File: src/rtl/bmr_tdee_qsys_pio_led_pkg.sv
// Shared definitions for the BMR/TDEE output PIO: register word addresses and
// pulse-timer state encodings, common with the switch input PIO.
package bmr_tdee_qsys_pio_led_pkg;

  localparam logic [1:0] PIO_ADDR_DATA     = 2'd0;
  localparam logic [1:0] PIO_ADDR_PULSE    = 2'd1;
  localparam logic [1:0] PIO_ADDR_OUTSET   = 2'd2;
  localparam logic [1:0] PIO_ADDR_OUTCLEAR = 2'd3;

  localparam logic [0:0] PULSE_IDLE   = 1'b0;
  localparam logic [0:0] PULSE_ACTIVE = 1'b1;

endpackage

File: src/rtl/bmr_tdee_qsys_pio_led_pulse_timer.sv
// Retriggerable one-shot: bits loaded into pulse_mask stay high for exactly
// PULSE_CYCLES clocks after the most recent non-zero load.
module bmr_tdee_pulse_timer
  import bmr_tdee_qsys_pio_led_pkg::*;
#(
  parameter int WIDTH        = 8,
  parameter int PULSE_CYCLES = 50000
) (
  input  logic             clk,
  input  logic             reset_n,
  input  logic             load,
  input  logic [WIDTH-1:0] load_mask,
  output logic [WIDTH-1:0] pulse_mask
);

  localparam int CNT_W = $clog2(PULSE_CYCLES);
  localparam logic [CNT_W-1:0] CNT_LAST = CNT_W'(PULSE_CYCLES - 1);

  logic [0:0]       state_q, state_d;
  logic [CNT_W-1:0] cnt_q, cnt_d;
  logic [WIDTH-1:0] mask_q, mask_d;
  logic             load_nz_s;
  logic             term_s;

  assign load_nz_s = load && (load_mask != {WIDTH{1'b0}});
  assign term_s    = (cnt_q == CNT_LAST);

  // Next-state logic; on the terminal cycle a retrigger drops the expiring bits
  always_comb begin
    state_d = state_q;
    cnt_d   = cnt_q;
    mask_d  = mask_q;
    case (state_q)
      PULSE_IDLE: begin
        if (load_nz_s) begin
          mask_d  = load_mask;
          cnt_d   = {CNT_W{1'b0}};
          state_d = PULSE_ACTIVE;
        end else begin
          mask_d  = mask_q;
          cnt_d   = cnt_q;
          state_d = PULSE_IDLE;
        end
      end
      PULSE_ACTIVE: begin
        if (load_nz_s) begin
          if (term_s) begin
            mask_d = load_mask;
          end else begin
            mask_d = mask_q | load_mask;
          end
          cnt_d   = {CNT_W{1'b0}};
          state_d = PULSE_ACTIVE;
        end else if (term_s) begin
          mask_d  = {WIDTH{1'b0}};
          cnt_d   = {CNT_W{1'b0}};
          state_d = PULSE_IDLE;
        end else begin
          mask_d  = mask_q;
          cnt_d   = cnt_q + CNT_W'(1);
          state_d = PULSE_ACTIVE;
        end
      end
      default: begin
        mask_d  = {WIDTH{1'b0}};
        cnt_d   = {CNT_W{1'b0}};
        state_d = PULSE_IDLE;
      end
    endcase
  end

  // State, counter and mask registers
  always_ff @(posedge clk or negedge reset_n) begin
    if (!reset_n) begin
      state_q <= PULSE_IDLE;
      cnt_q   <= {CNT_W{1'b0}};
      mask_q  <= {WIDTH{1'b0}};
    end else begin
      state_q <= state_d;
      cnt_q   <= cnt_d;
      mask_q  <= mask_d;
    end
  end

  assign pulse_mask = mask_q;

endmodule

File: src/rtl/bmr_tdee_qsys_pio_led.sv
// Avalon-MM output PIO: data register with atomic set/clear, plus a one-shot
// pulse register; out_port drives the board LEDs.
module bmr_tdee_qsys_pio_led
  import bmr_tdee_qsys_pio_led_pkg::*;
#(
  parameter int               WIDTH        = 8,
  parameter logic [WIDTH-1:0] RESET_VALUE  = '0,
  parameter int               PULSE_CYCLES = 50000
) (
  input  logic             clk,
  input  logic             reset_n,
  input  logic [1:0]       address,
  input  logic             chipselect,
  input  logic             write_n,
  input  logic [31:0]      writedata,
  output logic [31:0]      readdata,
  output logic [WIDTH-1:0] out_port
);

  logic [WIDTH-1:0] data_q, data_d;
  logic [31:0]      readdata_q, readdata_d;
  logic [WIDTH-1:0] wd_s;
  logic [WIDTH-1:0] pulse_mask_s;
  logic             write_s;
  logic             pulse_load_s;
  logic             unused_wd_s;

  assign write_s      = chipselect && !write_n;
  assign wd_s         = writedata[WIDTH-1:0];
  assign unused_wd_s  = ^writedata;
  assign pulse_load_s = write_s && (address == PIO_ADDR_PULSE);

  // Data register update from DATA / OUTSET / OUTCLEAR writes
  always_comb begin
    data_d = data_q;
    if (write_s) begin
      case (address)
        PIO_ADDR_DATA:     data_d = wd_s;
        PIO_ADDR_OUTSET:   data_d = data_q | wd_s;
        PIO_ADDR_OUTCLEAR: data_d = data_q & ~wd_s;
        PIO_ADDR_PULSE:    data_d = data_q;
        default:           data_d = data_q;
      endcase
    end else begin
      data_d = data_q;
    end
  end

  // Read mux, sampled every cycle regardless of chipselect
  always_comb begin
    readdata_d = 32'h0000_0000;
    case (address)
      PIO_ADDR_DATA:     readdata_d = 32'(data_q);
      PIO_ADDR_PULSE:    readdata_d = 32'(pulse_mask_s);
      PIO_ADDR_OUTSET:   readdata_d = 32'h0000_0000;
      PIO_ADDR_OUTCLEAR: readdata_d = 32'h0000_0000;
      default:           readdata_d = 32'h0000_0000;
    endcase
  end

  // Data and read-data registers
  always_ff @(posedge clk or negedge reset_n) begin
    if (!reset_n) begin
      data_q     <= RESET_VALUE;
      readdata_q <= 32'h0000_0000;
    end else begin
      data_q     <= data_d;
      readdata_q <= readdata_d;
    end
  end

  bmr_tdee_pulse_timer #(
    .WIDTH        (WIDTH),
    .PULSE_CYCLES (PULSE_CYCLES)
  ) u_pulse_timer (
    .clk        (clk),
    .reset_n    (reset_n),
    .load       (pulse_load_s),
    .load_mask  (wd_s),
    .pulse_mask (pulse_mask_s)
  );

  assign readdata = readdata_q;
  assign out_port = data_q | pulse_mask_s;

endmodule

File: config.mk
export PLATFORM = sky130hd
export DESIGN_NAME = bmr_tdee_qsys_pio_led
export DESIGN_NICKNAME = d
export VERILOG_FILES = /design/src/rtl/bmr_tdee_qsys_pio_led_pkg.sv /design/src/rtl/bmr_tdee_qsys_pio_led_pulse_timer.sv /design/src/rtl/bmr_tdee_qsys_pio_led.sv
export SDC_FILE = /design/constraint.sdc
export NUM_CORES = 1
export LEC_CHECK = 0
export ABC_AREA = 1
export CAP_MARGIN = 20
export CORE_MARGIN = 2
export CORE_UTILIZATION = 49
export DETAILED_ROUTE_END_ITERATION = 10
export HOLD_SLACK_MARGIN = 0.15
export PLACE_DENSITY = 0.92
export SLEW_MARGIN = 15
export SYNTH_ARGS = -nofsm -noshare
export SYNTH_HDL_FRONTEND = slang
export SYNTH_SLANG_ARGS = --single-unit
File: constraint.sdc
create_clock -name clk -period 3.4 [get_ports clk]
set_input_delay 0.68 -clock clk [delete_from_list [all_inputs] [get_ports clk]]
set_output_delay 0.68 -clock clk [all_outputs]
set_load 0.005 [all_outputs]
=== Yosys cells after proc, flatten, opt, wreduce, memory -nomap -nowiden ===
Cells that the tools add are included.

* Word-level logic and storage cells: 43
* Input port bits: 38
* Flip-flop bits (word level): 65

* Mux-type cells: 15
* Reductions and logical operators: 9
* Eq/ne operators: 6
* Add/sub/neg operators: 1
* Bitwise operators: 7

{| class="wikitable"
|+ Operator list
! operator !! number
|-
| one-hot mux 32 bit (3 select lines) || 1
|-
| 2-to-1 mux 16 bit || 3
|-
| 2-to-1 mux 8 bit || 4
|-
| one-hot mux 16 bit (2 select lines) || 1
|-
| bitwise OR 8 bit || 3
|-
| one-hot mux 8 bit (3 select lines) || 1
|-
| adder 16 x 1 -> 16 bit, second input constant || 1
|-
| equality test 16 bit, second input constant || 1
|-
| one-hot mux 8 bit (2 select lines) || 1
|-
| bitwise AND 8 bit || 1
|-
| NOT 8 bit || 1
|-
| nonzero test 8 bit || 1
|-
| equality test 2 bit, second input constant || 2
|-
| AND reduction 2 bit || 2
|-
| logical AND 1 bit || 3
|-
| 2-to-1 mux 1 bit || 3
|-
| != test 3 bit, second input constant || 1
|-
| equality test 2 x 1 -> 1 bit, second input constant || 1
|-
| zero test 2 bit || 1
|-
| != test 2 x 1 -> 1 bit, second input constant || 1
|-
| NOT 1 bit || 2
|-
| one-hot mux 1 bit (2 select lines) || 1
|-
| OR reduction 2 bit || 1
|-
| zero test 1 bit || 1
|}

=== Logic depth before layout (Yosys ltp) ===
* Depth in word-level cells: 6
* Depth in mapped cells: 10
* Depth with buffers taken out: 9

=== Modules after synthesis ===
A second synthesis with hierarchy kept.

* Cell total of the unflattened synthesis: 353
* Area, all modules: 2600.0 sq um

{| class="wikitable"
|+ By module, submodules not included
! module !! cells each !! times used !! seq. area each (sq um) !! area each (sq um)
|-
| bmr_tdee_pulse_timer || 220 || 1 || 625.6 || 1534.0
|-
| bmr_tdee_qsys_pio_led || 133 || 1 || 400.4 || 1066.0
|}

=== Worst setup path after synthesis ===
No wires, ideal clock.

* Path type: input -> register
* Start: input address[1]
* End: register u_pulse_timer.cnt_q[15]
* Arrival time: 1.528 ns
* Path slack: 1.742 ns
* Library setup time: 0.130 ns
* Cell stages on the path: 10
* Path through: buf_6 > inv_4 > nand2_8 > nor3_4 > o21ai_2 > nand2_4 > inv_2 > buf_6 > nand2_1 > o21ai_1

* Longest elaborated chain between the ends: 5
* Elaborated cells between the ends (all ways): 6

{| class="wikitable"
|+ RTL lines
! element !! line !! text
|-
| start, declared || bmr_tdee_qsys_pio_led.sv:12 || <nowiki>input logic [1:0] address,</nowiki>
|-
| equality test 2 x 1 -> 1 bit * || bmr_tdee_qsys_pio_led.sv:31 || <nowiki>assign pulse_load_s = write_s && (address == PIO_ADDR_PULSE);</nowiki>
|-
| logical AND 1 bit * || bmr_tdee_qsys_pio_led.sv:31 ||
|-
| logical AND 1 bit * || bmr_tdee_qsys_pio_led_pulse_timer.sv:25 || <nowiki>assign load_nz_s = load && (load_mask != {WIDTH{1'b0}});</nowiki>
|-
| 2-to-1 mux 16 bit || bmr_tdee_qsys_pio_led_pulse_timer.sv:46 || <nowiki>if (load_nz_s) begin</nowiki>
|-
| one-hot mux 16 bit (2 select lines) || bmr_tdee_qsys_pio_led_pulse_timer.sv:33 || <nowiki>case (state_q)</nowiki>
|-
| end signal, assigned || bmr_tdee_qsys_pio_led_pulse_timer.sv:76 || <nowiki>cnt_q <= {CNT_W{1'b0}};</nowiki>
|-
| end signal, assigned || bmr_tdee_qsys_pio_led_pulse_timer.sv:80 || <nowiki>cnt_q <= cnt_d;</nowiki>
|-
| end, declared || bmr_tdee_qsys_pio_led_pulse_timer.sv:20 || <nowiki>logic [CNT_W-1:0] cnt_q, cnt_d;</nowiki>
|}

Mark *: on every way between the ends. The rest lies on a longest branch, timed or not.
A chain may end at the register's enable or synchronous reset.

=== Final worst setup path ===
* Start: input address[1]
* End: register u_pulse_timer.cnt_q[0]

Same word-level chain as after synthesis.

==> flow_summary.yaml <==
setup_path:
  r2r-end: "u_pulse_timer.cnt_q[6]"
  end_kind: "flop"
  reg2reg_from: "u_pulse_timer.cnt_q[0]"
  arrival_ps: 2340
  crit_path_start_kind: "primary input"
  critical_path_class: "in -> reg"
  crit_fanout: 10
  required_ps: 3610
  rrSetupSlack_ps: 1800
  rr_worst_depth: 8
clock_network:
  cts_tree: "yes"
  cts_buffers: 5
  h-tree-depth: 2
  cts_hold_buffers: 0
  clock_sinks: 41
  cts_setup_buffers: 0
  clk_path_buf_depth: 2
  clk_pin_slew_ps: 90
  insertion_delay_ps: 300
  cts_resized: 0
  root_buffer: "clkbuf_8"
place:
  routabilityCongestion: 0.864
  numPortBuffers: 29
  dpl.cell_count: 366
  hpwl_um: 3160
timing:
  skew_ps: 10.3
  setup_tns_ps: 0
  hold_viol: 0
  setup_viol: 0
  fin_crit_sh_pct: 62.5
  layout_min_cycle_time_ps: 2130
  max_slew.worst_pin.slew_ps: 894
  slew_headroom_pct: 40.4
  fmax_mhz: 470
  rsz0062_at_grt: "no"
  drv_slew: 0
finish:
  drive_gt1_share_pct: 5.90
  antenna_cells: 0
  layout.nets: 360
  num-fill-cells: 408
  syn2layout_area_growth_pct: 14.0
  final_cell_mix: "nand2_1 (88), dfrtp_1 (41), inv_1 (37)"
  final_cells: 374
  final_common_cell: "nand2_1"
synthesis:
  synthTopCellsByArea: "dfrtp_1 (45%), nand2_1 (15%), buf_4 (8.0%), inv_1 (6.1%), o22ai_1 (4.4%)"
  netlist.top_cell.by_area: "dfrtp_1"
  synth_top_area_share_pct: 45.3
  syn_inst: 289
  synth_area_per_cell_um2: 7.83
  synth_seq_cells: 41
  yosysWarnings: 0
  ys_types: 26
  seq_area_frac_synth_pct: 45.3
  syn_area_mm2: 0.00226
global_route:
  grt_overflow_total: 0
  antenna_found_initial: 0
  grt_max_degree: 42
  grt_pass1_vias: 1713
  grt_pass1_wl_um: 7300
  grt_util_all_layers_pct: 18.3
hold_path:
  holdPathStages: 2
  hold_start: "u_pulse_timer.pulse_mask[2]"
  hp-class: "reg -> reg"
  min_to: "u_pulse_timer.pulse_mask[2]"
route:
  drc: 0
  drtIter0Drc: 74
  via_per_inst: 4.82
  antenna_left: 0
  routedWlPerCell_um: 11.5
  vias: 1801
  dr.pass1.iters: 4
  wirelength_um: 4300
die:
  die_y_um: 72.0
  pin_count: 78
  core_area_mm2: 0.00441
  dieWidth_um: 72.0
  start_util_pct: 51.3
  die_area_mm2: 0.00518
  row_count: 24
pwr:
  p_per_area_mw_per_mm2: 471
  leakagePower_nw: 1.28
  ir_worst_vdd_mv: 0.296
run_status:
  status: "complete, no violations"
run:
  maxCapViolCount: 0
report_power, final:
group / total [mW] / internal [mW] / switching (mW)
clock: 0.323 / 0.145 / 0.178
sequential: 0.621 / 0.565 / 0.0558
combinational: 0.270 / 0.129 / 0.141
total: 1.21 / 0.839 / 0.376
cell families (layout without fill, tap and decap cells):
family	after synthesis	after routing	synth area share (%)
AO/OA/AOI/OAI	41	41	10.4
flip-flops	41	41	45.3
AND/OR/NAND/NOR	133	133	25.4
buffers and inverters	66	76	15.8
adder cells (fa/ha/maj)	1	1	0.553
XOR/XNOR	6	6	2.32
other	1	24	0.166
state kept, by name, summed over array words and instances (netlist names):
register,flops
data_q,8
u_pulse_timer.pulse_mask,8
u_pulse_timer.state_q,1
readdata,8
u_pulse_timer.cnt_q,16
cell type report:
cell class	count	area, um2	area share, %
Clock buffer	6	72.6	2.81
Clock inverter	2	15.0	0.582
Sequential cell	41	1030	39.8
Inverter	39	149	5.77
Timing Repair Buffer	29	285	11.1
Tap cell	52	65.1	2.52
Multi-Input combinational cell	205	967	37.5
routing by layer:
| metal | GRT usage (%) | up-vias | wire (um) |
|---|---|---|---|
| li1 | - | 928 | - |
| met1 | 21.3 | 822 | 1900 |
| met2 | 31.5 | 44 | 2120 |
| met3 | 5.42 | 7 | 224 |
| met4 | 7.55 | 0 | 62 |
| met5 | 0 | - | 0 |
how the worst max path moves through the flow:
stage | end | start | slack [ps] | depth (start not counted)
finish | u_pulse_timer.cnt_q[0] | address[1] | 1270 | 7
CTS | u_pulse_timer.cnt_q[0] | address[1] | 1250 | 7
global placement | u_pulse_timer.cnt_q[0] | address[1] | 980 | 7
detailed placement | u_pulse_timer.cnt_q[0] | address[1] | 940 | 7
floorplan | u_pulse_timer.cnt_q[15] | address[1] | 1740 | 10
global route | u_pulse_timer.cnt_q[0] | address[1] | 1130 | 7
critical path, cell delays in order:
cell and delay [ps]:
clkdlybuf4s50_1 720, inv_4 90, nand2_8 110, nor3_4 50
o21ai_2 100, nand3_1 320, o21ai_0 250
cells in the mapped netlist, drive strengths merged:
master / n
buf: 27
nand3: 11
dfrtp: 41
nand2: 91
a21oi: 9
o21ai: 13
conb: 1
inv: 39
ha: 1
xor2: 6
nor3: 1
o21bai: 3
o22ai: 16
nand4: 4
nand3b: 1
nor2: 25
through the flow:
| step | hold WS [ps] | worst slack, ps | total power, mW | util (%) | instance area, um2 |
|---|---|---|---|---|---|
| 2_1_floorplan | 384 | 1740 | 0.800 | - | 2350 |
| 3_3_place_gp | 455 | 982 | 0.888 | 56.5 | 2490 |
| 3_5_place_dp | 464 | 940 | 0.903 | 56.5 | 2490 |
| 4_1_cts | 483 | 1250 | 1.22 | 58.4 | 2580 |
| 5_1_grt | 498 | 1130 | 1.28 | 58.4 | 2580 |
| 6_report | 480 | 1270 | 1.21 | 58.4 | 2580 |
(Power assumes the default switching activity.)
